$ cat config.mk
export PLATFORM = sky130hd
export DESIGN_NAME = usbdev_aon_wake_seq
export DESIGN_NICKNAME = d
export VERILOG_FILES = /design/src/rtl/usbdev_aon_wake_seq.sv
export SDC_FILE = /design/constraint.sdc
export NUM_CORES = 1
export LEC_CHECK = 0
export ABC_CLOCK_PERIOD_IN_PS = 2190
export CORE_MARGIN = 2
export CORE_UTILIZATION = 50
export DETAILED_ROUTE_END_ITERATION = 6
export PLACE_DENSITY_LB_ADDON = 0.1
export SYNTH_ARGS = -nofsm -noshare
export SYNTH_HDL_FRONTEND = slang
export SYNTH_SLANG_ARGS = --single-unit
$ cat constraint.sdc
create_clock -name clk_aon_i -period 2.19 [get_ports clk_aon_i]
set_clock_uncertainty 0.1 [all_clocks]
set_input_delay 0.5475 -clock clk_aon_i [delete_from_list [all_inputs] [get_ports clk_aon_i]]
set_output_delay 0.5475 -clock clk_aon_i [all_outputs]
set_load 0.01 [all_outputs]
$ cat src/rtl/usbdev_aon_wake_seq.sv
// AON wake sequencer: turns software suspend/ack pulses into level-held
// detector handshakes, captures the wake cause and counts wakes.
module usbdev_aon_wake_seq #(
    parameter int unsigned AckTimeout = 16,
    parameter int unsigned CntW       = 8
) (
    input  logic            clk_aon_i,
    input  logic            rst_aon_i,
    input  logic            sw_suspend_req_i,
    input  logic            sw_wake_ack_i,
    input  logic            wake_detect_active_aon_i,
    input  logic            wake_req_aon_i,
    input  logic            bus_not_idle_aon_i,
    input  logic            bus_reset_aon_i,
    input  logic            sense_lost_aon_i,
    output logic            suspend_req_aon_o,
    output logic            wake_ack_aon_o,
    output logic [2:0]      cause_o,
    output logic            cause_valid_o,
    output logic [CntW-1:0] wake_count_o,
    output logic            timeout_err_o,
    output logic            protocol_err_o,
    output logic [2:0]      state_o
);

    localparam int unsigned TmrW    = 8;
    localparam logic [TmrW-1:0] TmrLast = TmrW'(AckTimeout - 1);

    typedef enum logic [2:0] {
        ST_IDLE     = 3'd0,
        ST_REQ_SUSP = 3'd1,
        ST_ACTIVE   = 3'd2,
        ST_WOKEN    = 3'd3,
        ST_ACK_WAIT = 3'd4
    } state_t;

    state_t            r_state;
    logic [TmrW-1:0]   r_tmr;
    logic              r_suspend_req;
    logic              r_wake_ack;
    logic [2:0]        r_cause;
    logic              r_cause_valid;
    logic [CntW-1:0]   r_wake_count;
    logic              r_timeout_err;
    logic              r_protocol_err;

    logic [2:0]        w_cause_now;
    logic              w_tmr_expired;

    assign w_cause_now   = {sense_lost_aon_i, bus_reset_aon_i, bus_not_idle_aon_i};
    assign w_tmr_expired = (r_tmr == TmrLast);

    always_ff @(posedge clk_aon_i or posedge rst_aon_i) begin
        if (rst_aon_i) begin
            r_state        <= ST_IDLE;
            r_tmr          <= '0;
            r_suspend_req  <= 1'b0;
            r_wake_ack     <= 1'b0;
            r_cause        <= '0;
            r_cause_valid  <= 1'b0;
            r_wake_count   <= '0;
            r_timeout_err  <= 1'b0;
            r_protocol_err <= 1'b0;
        end else begin
            r_timeout_err  <= 1'b0;
            r_protocol_err <= 1'b0;
            case (r_state)
                ST_IDLE: begin
                    if (sw_suspend_req_i) begin
                        r_state       <= ST_REQ_SUSP;
                        r_suspend_req <= 1'b1;
                        r_cause       <= '0;
                        r_cause_valid <= 1'b0;
                        r_tmr         <= '0;
                    end
                end
                ST_REQ_SUSP: begin
                    // A detector response on the timeout edge takes precedence.
                    if (wake_detect_active_aon_i) begin
                        r_state       <= ST_ACTIVE;
                        r_suspend_req <= 1'b0;
                    end else if (w_tmr_expired) begin
                        r_state       <= ST_IDLE;
                        r_suspend_req <= 1'b0;
                        r_timeout_err <= 1'b1;
                    end else begin
                        r_tmr <= r_tmr + TmrW'(1);
                    end
                end
                ST_ACTIVE: begin
                    if (!wake_detect_active_aon_i) begin
                        r_state        <= ST_IDLE;
                        r_protocol_err <= 1'b1;
                    end else begin
                        if (wake_req_aon_i) begin
                            r_cause       <= w_cause_now;
                            r_cause_valid <= 1'b1;
                            if (r_wake_count != '1) begin
                                r_wake_count <= r_wake_count + CntW'(1);
                            end
                        end
                        if (sw_wake_ack_i) begin
                            r_state    <= ST_ACK_WAIT;
                            r_wake_ack <= 1'b1;
                            r_tmr      <= '0;
                        end else if (wake_req_aon_i) begin
                            r_state <= ST_WOKEN;
                        end
                    end
                end
                ST_WOKEN: begin
                    if (!wake_detect_active_aon_i) begin
                        r_state        <= ST_IDLE;
                        r_protocol_err <= 1'b1;
                    end else if (sw_wake_ack_i) begin
                        r_state    <= ST_ACK_WAIT;
                        r_wake_ack <= 1'b1;
                        r_tmr      <= '0;
                    end
                end
                ST_ACK_WAIT: begin
                    // Unanswered ack falls back to WOKEN so software can retry.
                    if (!wake_detect_active_aon_i) begin
                        r_state    <= ST_IDLE;
                        r_wake_ack <= 1'b0;
                    end else if (w_tmr_expired) begin
                        r_state       <= ST_WOKEN;
                        r_wake_ack    <= 1'b0;
                        r_timeout_err <= 1'b1;
                    end else begin
                        r_tmr <= r_tmr + TmrW'(1);
                    end
                end
                default: begin
                    r_state       <= ST_IDLE;
                    r_suspend_req <= 1'b0;
                    r_wake_ack    <= 1'b0;
                end
            endcase
        end
    end

    assign suspend_req_aon_o = r_suspend_req;
    assign wake_ack_aon_o    = r_wake_ack;
    assign cause_o           = r_cause;
    assign cause_valid_o     = r_cause_valid;
    assign wake_count_o      = r_wake_count;
    assign timeout_err_o     = r_timeout_err;
    assign protocol_err_o    = r_protocol_err;
    assign state_o           = r_state;

endmodule

# Word level (Yosys, flattened, before mapping)
# Cells that the tools add are included.
dict set report word_totals {
  reg_bits 27
  out_inout_bits 19
  wordCells 82
}
dict set report classes {
  addsub 2
  eq_ne 17
  mux 40
  bitwise_logic 2
  n_reduce_logical 12
}
# cell count
set op_table {}
lappend op_table {{two-way mux 8 bit} 6}
lappend op_table {{two-way mux 3 bit} 13}
lappend op_table {{one-hot mux 8 bit (4 select lines)} 1}
lappend op_table {{adder 8 x 1 -> 8 bit (second input constant)} 2}
lappend op_table {{one-hot mux 3 bit (5 select lines)} 1}
lappend op_table {{two-way mux 1 bit} 14}
lappend op_table {{AND reduction 4 bit} 3}
lappend op_table {{!= test 2 bit (second input constant)} 5}
lappend op_table {{!= test 3 bit (second input constant)} 3}
lappend op_table {{== test 8 x 4 -> 1 bit (second input constant)} 1}
lappend op_table {{!= test 8 bit (second input constant)} 1}
lappend op_table {{== test 3 x 2 -> 1 bit (second input constant)} 2}
lappend op_table {{one-hot mux 1 bit (3 select lines)} 2}
lappend op_table {{one-hot mux 3 bit (2 select lines)} 1}
lappend op_table {{AND reduction 6 bit} 1}
lappend op_table {{AND reduction 5 bit} 1}
lappend op_table {{!= test 2 x 1 -> 1 bit (second input constant)} 2}
lappend op_table {{!= test 4 bit (second input constant)} 1}
lappend op_table {{one-hot mux 1 bit (2 select lines)} 2}
lappend op_table {{nonzero test 4 bit} 1}
lappend op_table {{OR reduction 2 bit} 2}
lappend op_table {{== test 3 x 1 -> 1 bit (second input constant)} 1}
lappend op_table {{== test 3 bit (second input constant)} 1}
lappend op_table {{logical NOT 3 bit} 1}
lappend op_table {{4 further kinds} 5}

# Longest topological paths before layout
dict set report depth {
  depth_word 4
  depth_mapped 7
  mapped_depth_nobuf 6
}

# Worst setup path before layout
# Ideal clock, no wire load.
dict set report synth_path {
  path_kind {register to register}
  startpoint {reg r_tmr[0]}
  endpoint {reg r_tmr[3]}
  setup_ps 80
  arrival_time_ps 1600
  t_required_ps 2010
  slack_ps 410
  stages_incl_launch_ff 7
  n_path_buf 0
  cell_sequence {dfrtp_1 -> ha_1 -> and3_1 -> nand2_1 -> o32ai_2 -> or4_1 -> o211ai_2}
}
dict set report synth_between {
  elab_chain_cells 4
}
# element line
set synth_lines {}
lappend synth_lines {{from (decl)} 38} ;# logic [TmrW-1:0] r_tmr;
lappend synth_lines {{from (signal assigned)} 87} ;# r_tmr <= r_tmr + TmrW'(1);
lappend synth_lines {{from (signal assigned)} 131} ;# r_tmr <= r_tmr + TmrW'(1);
lappend synth_lines {{adder 8 x 1 -> 8 bit / == test 8 x 4 -> 1 bit (equally long branches)} {87, 131, 51}}
lappend synth_lines {{two-way mux 8 bit (*)} {82, 126}}
lappend synth_lines {{two-way mux 8 bit (on tied branches)} {123, 79}}
lappend synth_lines {{one-hot mux 8 bit (4 select lines) (*)} 67} ;# case (r_state)
# Every way passes the cells marked *; elsewhere a longest branch is shown, timed or not. The select of a mux whose other input is x is not followed.
# A chain may end at the register's enable or synchronous reset.

# Final worst setup path
dict set report layout_path {
  startpoint {reg r_state[2] (netlist: state_o[2])}
  endpoint {out state_o[2]}
}
# element line
set layout_rtl {}
lappend layout_rtl {{from (decl)} 37} ;# state_t r_state;
lappend layout_rtl {{from (signal assigned)} 55} ;# r_state <= ST_IDLE;
lappend layout_rtl {{from (signal assigned)} 70} ;# r_state <= ST_REQ_SUSP;
lappend layout_rtl {{from (signal assigned)} 80} ;# r_state <= ST_ACTIVE;
lappend layout_rtl {{to (decl)} 23} ;# output logic [2:0] state_o
# No word-level cell between the ends.

==> summary.md <==
| Metric | Value |
|---|---|
| Outcome | `complete, no violations` |
| Syn nets | `156` |
| Fin area | `0.00178 mm2` |
| Final ANT Viol Nets | `0` |
| Simple-Gate Fraction of Synth Area | `24.6%` |
| Synth unique cells | `40` |
| Cell depth of the worst flop-to-flop path | `6` |
| Slowest cell on the critical path | `clkdlybuf4s50_1` |
| Hold depth | `2` |
| Fillers | `237` |
| Sequential cell area | `678 um2` |
| Syn-to-layout area delta | `25.8%` |
| Port Buf Inserts | `27` |
| Gpl congestion | `0.818` |
| Startpoint types | `flop` |
| Fmax | `469 MHz` |
| Most frequent cell after synthesis | `dfrtp_1` |
| CTS Root Cell | `clkbuf_4` |
| Clk sinks | `27` |
| Drt pass-1 iters | `4` |
| NumNets Final | `191` |
| # H-tree levels | `1` |
| Top post-synthesis cells by count | `dfrtp_1 (27), nand2_1 (19), o21ai_1 (12), nor2_1 (10), nand3_1 (9)` |
| Setup violators final | `0` |
| CP Cell Sequence | `clkdlybuf4s50_1` |
| Worst Path Buf+Inv | `1` |
| Comb power frac | `47.0%` |
| Area contributors post-synth | `dfrtp_1 (48%), nand2_1 (5.0%), o21ai_1 (4.2%)` |
| Largest net degree at the start of global routing | `28` |
| WL final | `2990 um` |
| Pleak | `0.000768 uW` |
| Max-slew headroom | `77.3%` |
| Share of layout cells above drive strength 1 | `14.0%` |
| #FFs+latches synth | `27` |
| Slew at the pin with the worst max-slew slack | `0.340 ns` |
| Count of placed standard cells including taps | `206` |
| Synthesized area per cell | `9.77 um2` |
| Mapped cell area | `0.00142 mm2` |
| Pwr/cell area | `1050 mW/mm2` |
| RSZ-0062 raised after global routing | `false` |
| Final hold violation count | `0` |
| Global-route wire length before repair | `5240 um` |
| Crit path max fanout | `15` |
| Fin. max-slew vios | `0` |
| WHS | `0.407 ns` |
| CTS buffer count | `3` |
| Switching share of power | `38.9%` |
| Cell family with most CP delay | `buffers and inverters` |
| Ports | `28` |
| Number of cells on the critical path | `1` |
| Power share of the clock group | `11.6%` |
| Total global routing overflow | `0` |
| Die W | `57.2 um` |
| CTS tree | `yes` |
| Post-CTS Hold Buffers | `0` |
| Routed via count | `1,180` |
| Worst VDD drop | `810 uV` |
| Worst EP arrival | `1.48 ns` |
| EDFF count, synth | `0` |
| Site Rows | `19` |
| Synthesized-area fraction occupied by adder cells | `1.77%` |
| DR DRC count | `0` |
| Int Pwr | `1150 uW` |
| Fin crit period | `2.13 ns` |
| Power, Total | `1880 uW` |
| Antenna violations before repair | `0` |
| Main synth FF type | `dfrtp_1` |
| Max Cap Viol | `0` |
| HP Class | `reg -> reg` |
| Core ar. | `0.00273 mm2` |
| Multi-input logic area | `684 um2` |
| Crit share post-route | `97.3%` |
| XOR/XNOR Fraction of Synth Area | `5.48%` |
| Initial core utilization | `51.8%` |
| Largest family of logic cells by synthesized area | `simple AND/OR/NAND/NOR gates` |
| Clk slew on worst S/H paths | `0.14 ns` |
| # diodes | `0` |
| Global Route Usage Sum | `20.4%` |
| DR vias/cell | `5.62` |
| Reg power frac | `41.4%` |
| Mux cell area share after synthesis | `0.795%` |
| Sw power | `731 uW` |
| Post-Layout Cell Count | `210` |
| Dpl cell area | `0.00175 mm2` |
| Crit. End Element | `primary output` |
| TNS Setup | `0 ns` |
| Crit Path Category | `reg -> out` |
| Yosys top cell area share | `47.7%` |
| Hpwl dp | `2200 um` |
| Starting DRT DRC Count | `37` |
| Critical path data required time | `1.54 ns` |
| Yosys warning count | `0` |
| CP peak stage delay | `0.59 ns` |
| Die Y-Extent | `57.2 um` |
| Seq/Total Area, Yosys | `47.7%` |
| Post-Synthesis Cells | `145` |
| CTS max path bufs | `2` |
| Clock latency on the worst-skew pair | `0.33 ns` |
| Cell accounting for the most synthesized area | `dfrtp_1` |
| Compound-cell area share of the yosys netlist | `15.6%` |
| Wire per inst | `14.2 um` |
| Vias in the first global route | `1,213` |
| Async SR Flop Fraction | `100%` |
| Die area | `0.00327 mm2` |
-- registers in the layout, indices dropped and copies added, names as in the netlist --
signal             count
wake_count_o           8
wake_ack_aon_o         1
timeout_err_o          1
protocol_err_o         1
cause_o                3
cause_valid_o          1
r_tmr                  8
state_o                3
suspend_req_aon_o      1
-- placed cells by master (no fill, tap or decap), types with 6 or more instances in the layout --
| cell type | count |
|---|---|
| nand3_1 | 9 |
| nor2_1 | 10 |
| nand2b_1 | 6 |
| nand2_1 | 19 |
| buf_4 | 9 |
| clkdlybuf4s50_1 | 27 |
| dfrtp_1 | 25 |
| o21ai_1 | 12 |
| xnor2_1 | 6 |
-- cell families (layout without fill, tap and decap cells) --
kind of cell               count (synthesis)  after routing
AOI/OAI and AO/OA                         32             32
buffers and inverters                     10             44
DFF                                       27             27
xor gates and xnor gates                   8              8
adders and majority gates                  2              2
and+or+nand+nor                           65             65
muxes                                      1              1
-- power groups by stage --
stage               sequential [uW]  clock, uW  combinational [uW]
floorplan                       777          0                 540
global placement                779          0                 864
detailed placement              783          0                 885
CTS                             779        225                 889
global route                    803        234                 977
finish                          777        218                 884
-- final cells by class --
class                   instances  share of cell area (%)
flip-flops and latches         27                    38.1
multi-input cells             108                    38.4
clock inverters                 1                   0.281
inverters                       4                   0.843
well taps                      31                    2.18
clock buffers                   3                    1.26
repair buffers                 36                    19.0
-- per-layer routing --
metal | routed length [um] | vias to the layer above | part of all wire (%) | track usage, %
met5 | 0 | - | 0 | 0
met4 | 21 | 0 | 0.70 | 9.30
met3 | 146 | 2 | 4.9 | 3.40
met2 | 1480 | 30 | 49 | 33.0
met1 | 1350 | 571 | 45 | 26.9
li1 | - | 577 | - | -
-- through the flow --
step,setup slack [ns],util [%]
floorplan,0.410,-
global placement,-0.0203,64.1
detailed placement,-0.106,64.1
CTS,0.0436,65.2
global route,0.00312,65.2
finish,0.0588,65.2
-- repair_timing --
action,in CTS,in global routing
buffers inserted,0,0
setup endpoints to repair,2,0
gates resized for setup,2,0
hold endpoints to repair,0,0
-- tightest hold or removal path: cells and delay by family, from the launching register on --
family	cells	cell delay, ns
DFF	1	0.37
and+or+nand+nor	1	0.05
AOI/OAI and AO/OA	1	0.07
-- path summary, 6_finish.rpt --
kind                             from  slack [ns]          to
min reg2reg                cause_o[0]        0.41  cause_o[0]
max in group asynchronous   rst_aon_i        1.26  state_o[2]
min                        cause_o[0]        0.41  cause_o[0]
max reg2reg                  r_tmr[0]        0.25    r_tmr[3]
max                        state_o[2]        0.06  state_o[2]
min in group asynchronous   rst_aon_i        0.46  state_o[0]
(Power assumes the default switching activity.)
